==> config.mk <==
export PLATFORM = sky130hd
export DESIGN_NAME = alu_mode_selector
export DESIGN_NICKNAME = d
export VERILOG_FILES = /design/src/rtl/alu_ctrl_pkg.sv /design/src/rtl/alu_mode_selector_debouncer.sv /design/src/rtl/alu_mode_selector.sv
export SDC_FILE = /design/constraint.sdc
export NUM_CORES = 1
export LEC_CHECK = 0
export ABC_CLOCK_PERIOD_IN_PS = 1550
export BUFFER_PORTS_ARGS = -buffer_cell sky130_fd_sc_hd__buf_2
export CELL_PAD_IN_SITES_DETAIL_PLACEMENT = 0
export CELL_PAD_IN_SITES_GLOBAL_PLACEMENT = 1
export CORE_UTILIZATION = 42
export DETAILED_ROUTE_END_ITERATION = 6
export GPL_TIMING_DRIVEN = 0
export PLACE_DENSITY = 0.74
export SLEW_MARGIN = 20
export SYNTH_ARGS = -nofsm -noshare
export SYNTH_HDL_FRONTEND = slang
export SYNTH_SLANG_ARGS = --single-unit
==> constraint.sdc <==
create_clock -name clk -period 1.55 [get_ports clk]
set_clock_uncertainty 0.1 [all_clocks]
set_input_delay 0.31 -clock clk [delete_from_list [all_inputs] [get_ports clk]]
set_output_delay 0.31 -clock clk [all_outputs]
set_load 0.005 [all_outputs]
==> src/rtl/alu_ctrl_pkg.sv <==
// Shared types and constants for the ALU mode selector front end.
// Holds the FSM state encoding, default sizing and the debounce counter width helper.
package alu_ctrl_pkg;

   typedef enum logic [1:0] {
      SELECT = 2'd0,
      LAUNCH = 2'd1,
      LOCKED = 2'd2
   } state_t;

   localparam int NUM_MODES_DEF       = 10;
   localparam int MODE_W_DEF          = 4;
   localparam int DEBOUNCE_CYCLES_DEF = 4;
   localparam int DBC_CNT_W_DEF       = $clog2(DEBOUNCE_CYCLES_DEF + 1);

   // Counter must be able to hold the value DEBOUNCE_CYCLES itself.
   function automatic int dbc_cnt_w(input int cycles);
      return $clog2(cycles + 1);
   endfunction

endpackage

==> src/rtl/alu_mode_selector_debouncer.sv <==
// Per-button front end: 2-flop synchronizer, restartable stability counter and
// a registered falling-edge detector that turns each debounced press into one pulse.
module button_debouncer
   import alu_ctrl_pkg::*;
#(
   parameter int DEBOUNCE_CYCLES = DEBOUNCE_CYCLES_DEF
) (
   input  logic clk,
   input  logic rst,
   input  logic btn_n,
   output logic level,
   output logic press
);

   localparam int CNT_W = dbc_cnt_w(DEBOUNCE_CYCLES);
   localparam logic [CNT_W-1:0] CNT_MAX = CNT_W'(DEBOUNCE_CYCLES);

   logic             r_sync_p0;
   logic             r_sync_p1;
   logic             r_level;
   logic             r_press;
   logic [CNT_W-1:0] r_cnt;

   always_ff @(posedge clk) begin
      if (rst) begin
         r_sync_p0 <= 1'b1;
         r_sync_p1 <= 1'b1;
         r_level   <= 1'b1;
         r_press   <= 1'b0;
         r_cnt     <= '0;
      end else begin
         // synchronizer stage boundary
         r_sync_p0 <= btn_n;
         r_sync_p1 <= r_sync_p0;
         r_press   <= 1'b0;
         if (r_sync_p1 != r_level) begin
            if (r_cnt == CNT_MAX) begin
               r_level <= r_sync_p1;
               r_cnt   <= '0;
               r_press <= ~r_sync_p1;
            end else begin
               r_cnt <= r_cnt + 1'b1;
            end
         end else begin
            r_cnt <= '0;
         end
      end
   end

   assign level = r_level;
   assign press = r_press;

endmodule

==> src/rtl/alu_mode_selector.sv <==
// Mode browsing / launch controller for the ALU-with-modes block.
// Selector presses step the browsed mode; a start press latches it and fires a launch strobe.
module alu_mode_selector
   import alu_ctrl_pkg::*;
#(
   parameter int DEBOUNCE_CYCLES = DEBOUNCE_CYCLES_DEF,
   parameter int NUM_MODES       = NUM_MODES_DEF,
   parameter int MODE_W          = MODE_W_DEF
) (
   input  logic              clk,
   input  logic              rst,
   input  logic              selector_n,
   input  logic              start_n,
   output logic [MODE_W-1:0] mode,
   output logic [MODE_W-1:0] op_mode,
   output logic              start_pulse,
   output logic              locked,
   output logic              sel_event
);

   logic w_sel_level;
   logic w_sel_press;
   logic w_start_level;
   logic w_start_press;

   state_t            r_state;
   logic [MODE_W-1:0] r_mode;
   logic [MODE_W-1:0] r_op_mode;
   logic              r_start_pulse;
   logic              r_locked;

   button_debouncer #(.DEBOUNCE_CYCLES(DEBOUNCE_CYCLES)) u_sel_dbc (
      .clk   (clk),
      .rst   (rst),
      .btn_n (selector_n),
      .level (w_sel_level),
      .press (w_sel_press)
   );

   button_debouncer #(.DEBOUNCE_CYCLES(DEBOUNCE_CYCLES)) u_start_dbc (
      .clk   (clk),
      .rst   (rst),
      .btn_n (start_n),
      .level (w_start_level),
      .press (w_start_press)
   );

   function automatic logic [MODE_W-1:0] next_mode(input logic [MODE_W-1:0] m);
      if (m == MODE_W'(NUM_MODES - 1)) return '0;
      else                             return m + 1'b1;
   endfunction

   // Start has priority over selector; presses during LAUNCH fall through unused.
   always_ff @(posedge clk) begin
      if (rst) begin
         r_state       <= SELECT;
         r_mode        <= '0;
         r_op_mode     <= '0;
         r_start_pulse <= 1'b0;
         r_locked      <= 1'b0;
      end else begin
         case (r_state)
            SELECT: begin
               if (w_start_press) begin
                  r_state       <= LAUNCH;
                  r_start_pulse <= 1'b1;
               end else if (w_sel_press) begin
                  r_mode <= next_mode(r_mode);
               end
            end
            LAUNCH: begin
               r_op_mode     <= r_mode;
               r_start_pulse <= 1'b0;
               r_locked      <= 1'b1;
               r_state       <= LOCKED;
            end
            LOCKED: begin
               if (w_start_press) begin
                  r_state       <= LAUNCH;
                  r_start_pulse <= 1'b1;
                  r_locked      <= 1'b0;
               end else if (w_sel_press) begin
                  r_mode   <= next_mode(r_mode);
                  r_state  <= SELECT;
                  r_locked <= 1'b0;
               end
            end
            default: begin
               r_state       <= SELECT;
               r_start_pulse <= 1'b0;
               r_locked      <= 1'b0;
            end
         endcase
      end
   end

   assign mode        = r_mode;
   assign op_mode     = r_op_mode;
   assign start_pulse = r_start_pulse;
   assign locked      = r_locked;
   // Only selector presses the FSM actually acts on are made visible.
   assign sel_event   = w_sel_press & ~w_start_press & (r_state != LAUNCH);

endmodule

; ---- Word level (Yosys, flattened, before mapping)
; Index checks and enable logic that the tools add are counted.
[totals]
mem_count = 0
ram_bits = 0
inputBits = 4
regBits = 26
out_inout_bits = 11
latchBits = 0
romBits = 0
[op_classes]
shifts = 0
bitwise_logic = 11
n_mul = 0
n_eq_ne = 10
magnitude_cmp = 0
div_mod_pow = 0
add_sub_neg = 3
mux = 8
reduce_logical = 12
[op_table]
columns = op, n
row1 = $reduce_or A3 Y1, 4
row2 = $not A1 Y1, 9
row3 = $reduce_and A2 Y1, 4
row4 = $add A3 B1 Y3 const B, 2
row5 = $eq A3 B3 Y1 const B, 2
row6 = $mux W2, 3
row7 = $pmux W2 S3, 1
row8 = $add A4 B1 Y4 const B, 1
row9 = $eq A4 B4 Y1 const B, 1
row10 = $mux W4, 1
row11 = $ne A2 B1 Y1 const B, 2
row12 = $reduce_or A2 Y1, 2
row13 = $ne A3 B1 Y1 const B, 1
row14 = $pmux W1 S3, 1
row15 = $reduce_and A3 Y1, 1
row16 = $and A1 B1 Y1, 2
row17 = $eq A2 B1 Y1 const B, 1
row18 = $eq A2 B2 Y1 const B, 1
row19 = $logic_not A2 Y1, 1
row20 = $mux W1, 2
row21 = $ne A1 B1 Y1, 2

; ---- Depth between registers and ports, before layout
[depth]
word_depth = 4
ltp_mapped = 5
depth_no_buf = 5

; ---- By module
; From an unflattened synthesis, not the netlist that was laid out.
[hier_totals]
cells_unflattened = 96
area_unflattened_um2 = 1033.5
[modules_own_cells]
columns = mod, cells_each, seq_area_each_um2, area_each_um2, n_inst
row1 = button_debouncer, 23, 140.1, 274.0, 2
row2 = alu_mode_selector, 50, 240.2, 485.5, 1

; ---- Worst setup path before layout
; Ideal clock, no wire load.
[synth_path]
kind = reg-to-reg
start = reg u_start_dbc.r_press (netlist: u_start_dbc.press)
end = reg r_mode[3] (netlist: mode[3])
period_less_slack_ns = 1.325
t_required_ns = 1.380
path_slack_ns = 0.225
path_stages_with_launch = 4
t_arrival_ns = 1.155
cell_sequence = dfxtp_1 -> nand4bb_4 -> or4b_1 -> a21oi_1
[synth_via]
elab_chain_cells = 2
[synth_rtl]
columns = element, line
row1 = from (decl), alu_mode_selector_debouncer.sv:21  ; logic r_press;
row2 = from (signal assigned), alu_mode_selector_debouncer.sv:40  ; r_press <= ~r_sync_p1;
row3 = $not A1 Y1 (no source line), -
row4 = $reduce_and A3 Y1 (no source line), -
row5 = to (signal assigned), alu_mode_selector.sv:68  ; r_mode <= next_mode(r_mode);
row6 = to (signal assigned), alu_mode_selector.sv:83  ; r_mode <= next_mode(r_mode);
row7 = to (decl), alu_mode_selector.sv:27  ; logic [MODE_W-1:0] r_mode;
; Every way passes these cells.
; A chain may end at the register's enable or synchronous reset.

; ---- Final worst setup path
[layout_path]
start = reg r_state[0]
end = reg r_mode[3] (netlist: mode[3])
[layout_via]
elab_chain_cells = 3
elab_cells_between_ends = 4
[layout_rtl]
columns = element, line
row1 = from (decl), alu_mode_selector.sv:26  ; state_t r_state;
row2 = from (signal assigned), alu_mode_selector.sv:56  ; r_state <= SELECT;
row3 = from (signal assigned), alu_mode_selector.sv:65  ; r_state <= LAUNCH;
row4 = from (signal assigned), alu_mode_selector.sv:75  ; r_state <= LOCKED;
row5 = $eq A2 B2 Y1 / $logic_not A2 Y1 (equally long branches), alu_mode_selector.sv:62  ; case (r_state)
row6 = $reduce_or A2 Y1 (no source line) (*), -
row7 = $reduce_and A3 Y1 (no source line) (*), -
; Every way passes the cells marked *; elsewhere a longest branch is shown, timed or not.

==> results.json <==
{
  "finalWeightedCongestion": 0.7416,
  "layout-drive-gt1-share_pct": 29.06,
  "synth_cell_types": 27,
  "seqCellArea_sq_um": 525.5,
  "overflow": 0,
  "final-hold-violation-count": 0,
  "postSynthAreaPerCell_sq_um": 10.41,
  "first_pass_iters": 4,
  "cp-start-kind": "flop",
  "routedWlPerCell_microns": 11.29,
  "ys_seq_area_share_pct": 51.04,
  "grt_pass1_vias": 683,
  "ios": 15,
  "final_antenna_net_count": 0,
  "synth.mux.area_fraction_pct": 5.890,
  "drc": 0,
  "final_cell_mix": "24 x dfxtp_1, 14 x buf_2, 12 x nor2_1",
  "final_common_cell": "dfxtp_1",
  "utilization_pct": 53.05,
  "finalNetCount": 126,
  "synth-simple-area-share_pct": 27.12,
  "grt_pass1_wl_mm": 2.746,
  "total_power_w": 0.001036,
  "synth_seq_cells": 26,
  "grt_usage_pct": 14.04,
  "cts.sinks": 26,
  "tritoncts": "done",
  "path_clk_slew_ns": 0.14,
  "fmax_mhz": 664.1,
  "slew_headroom_pct": 74.01,
  "antenna_found_initial": 0,
  "port_buffers": 14,
  "num_vias": 737,
  "fp.dieArea_sq_um": 2629,
  "die_h_microns": 51.28,
  "layout_min_cycle_time_ns": 1.506,
  "crit_fanout": 6,
  "syn-cell-area_sq_um": 1020,
  "period_share_pct": 97.15,
  "die_w_microns": 51.28,
  "nFillCells": 225,
  "p_leak_nw": 0.4775,
  "synthXorXnorAreaFrac_pct": 2.577,
  "synth_compound_gate_area_share_pct": 5.031,
  "worstMarginPinSlew_ns": 0.3898,
  "hold_class": "input port to flop",
  "power_density_nw_per_um2": 865.8,
  "rsz0062_at_grt": "yes",
  "num_rows": 17,
  "place_area_sq_um": 1125,
  "grt_max_degree": 15,
  "clock_path_buffers": 2,
  "drt-total-wl_mm": 1.637,
  "ys_warn_count": 0,
  "status": "completed",
  "cp_data_required_time_ns": 1.72,
  "ir_worst_vdd_uv": 891.6,
  "syn_nets": 106,
  "synthAdderAreaFrac_pct": 4.908,
  "cts_root_buf": "clkbuf_4",
  "setup_viol": 0,
  "drt_iter0_drc": 6,
  "cp-end-kind": "flop",
  "core_area_sq_um": 2255,
  "synth_top_family_by_area": "simple AND/OR/NAND/NOR gates",
  "areaGrowthSynthToFinish_pct": 17.30,
  "drv_cap": 0,
  "numCtsBuffers": 3,
  "dpl.hpwl_mm": 1.155,
  "final_area_sq_um": 1196,
  "multi_input_area_sq_um": 484.2,
  "clock_latency_ns": 0.32,
  "viasPerCell": 5.083,
  "cts.htree.levels": 1,
  "hold_slack_ns": 0.07477,
  "crit_type": "flop to flop",
  "slew_violations": 0,
  "cp.arrival_ns": 1.68,
  "initial_core_util_pct": 45.23,
  "syn_inst": 98,
  "antennaDiodeCount": 0
}
==> where the power goes <==
group	leakage, nW	internal, W	switching, W	total [W]
combinational	0.245	0.0000124	0.0000151	0.0000275
sequential	0.212	0.000673	0.00000320	0.000676
clock	0.0210	0.000144	0.000188	0.000332
==> state kept, by name (all words and copies together) (netlist names), 2 cells and up <==
register and cells:
u_sel_dbc.r_cnt 3, op_mode 4, u_start_dbc.r_cnt 3, r_state 2, mode 4
==> through the flow <==
| step | TNS (ns) | cells | worst slack (ns) |
|---|---|---|---|
| floorplan | 0 | 98 | 0.2253 |
| global placement | 0 | 140 | 0.1465 |
| detailed placement | 0 | 140 | 0.1364 |
| CTS | 0 | 145 | 0.03589 |
| global route | -0.02528 | 145 | -0.02528 |
| finish | 0 | 145 | 0.04423 |
==> worst max-delay path, stage by stage, from the launching register on <==
cell       delay [ns]
dfxtp_4          0.37
buf_4            0.15
nand4bb_4        0.22
or4b_1           0.50
a21oi_2          0.12
==> kinds of logic (layout without fill, tap and decap cells) <==
family	Yosys count	in the layout
AO/OA/AOI/OAI	8	8
XOR/XNOR	3	3
adder cells (fa/ha/maj)	4	4
buffers and inverters	8	27
flip-flops	26	26
multiplexers	6	6
AND/OR/NAND/NOR	43	43
==> timing repair <==
action                                  in CTS  in global routing
hold buffers                                 0                  0
endpoints found under the hold margin        0                  0
buffers inserted                             2                  0
resized for setup                            5                  3
endpoints found under the setup margin       1                  3
pin swaps                                    0                  1
==> layer usage <==
layer	global-route usage, %	share of wire [%]	vias to the layer above
li1	-	-	375
met1	14.29	45	343
met4	3.153	0.79	0
met2	26.75	50	17
met3	5.357	4.8	2
met5	0	0	-
==> cell type report <==
class                   instances  share of cell area (%)
plain buffers                   2                  0.9414
clock buffers                   4                   3.033
inverters                       5                   1.569
multi-input cells              64                   40.48
flip-flops and latches         26                   43.93
well taps                      28                   2.929
repair buffers                 16                   7.113
==> final timing paths <==
| path | start | to | slack (ns) | cells after the start |
|---|---|---|---|---|
| worst max-delay path | r_state[0] | mode[3] | 0.04 | 4 |
| worst min register to register | u_start_dbc.r_sync_p0 | u_start_dbc.r_sync_p1 | 0.32 | 1 |
| worst max register to register | r_state[0] | mode[3] | 0.04 | 4 |
| worst min-delay path | selector_n | u_sel_dbc.r_sync_p0 | 0.07 | 2 |
==> synth_stat cells, drive strengths merged <==
| master | n | share of area [%] |
|---|---|---|
| a211o | 2 | 1.7 |
| a21oi | 4 | 2.0 |
| a221oi | 1 | 0.86 |
| and3 | 2 | 1.2 |
| and3b | 1 | 0.86 |
| and4b | 2 | 2.0 |
| buf | 2 | 1.2 |
| clkbuf | 1 | 0.37 |
| dfxtp | 26 | 51 |
| ha | 4 | 4.9 |
| inv | 5 | 1.8 |
| mux2i | 6 | 5.9 |
| nand2 | 3 | 1.1 |
| nand2b | 2 | 1.2 |
| nand4bb | 1 | 2.7 |
| nor2 | 12 | 4.4 |
| nor2b | 3 | 1.8 |
| nor3 | 3 | 1.5 |
| nor3b | 5 | 3.7 |
| nor4b | 2 | 1.7 |
| o21ai | 1 | 0.49 |
| or2 | 4 | 2.5 |
| or3 | 2 | 1.5 |
| or4b | 1 | 0.98 |
| xnor2 | 1 | 0.86 |
| xor2 | 2 | 1.7 |
Power figures use the tool's default switching activity.
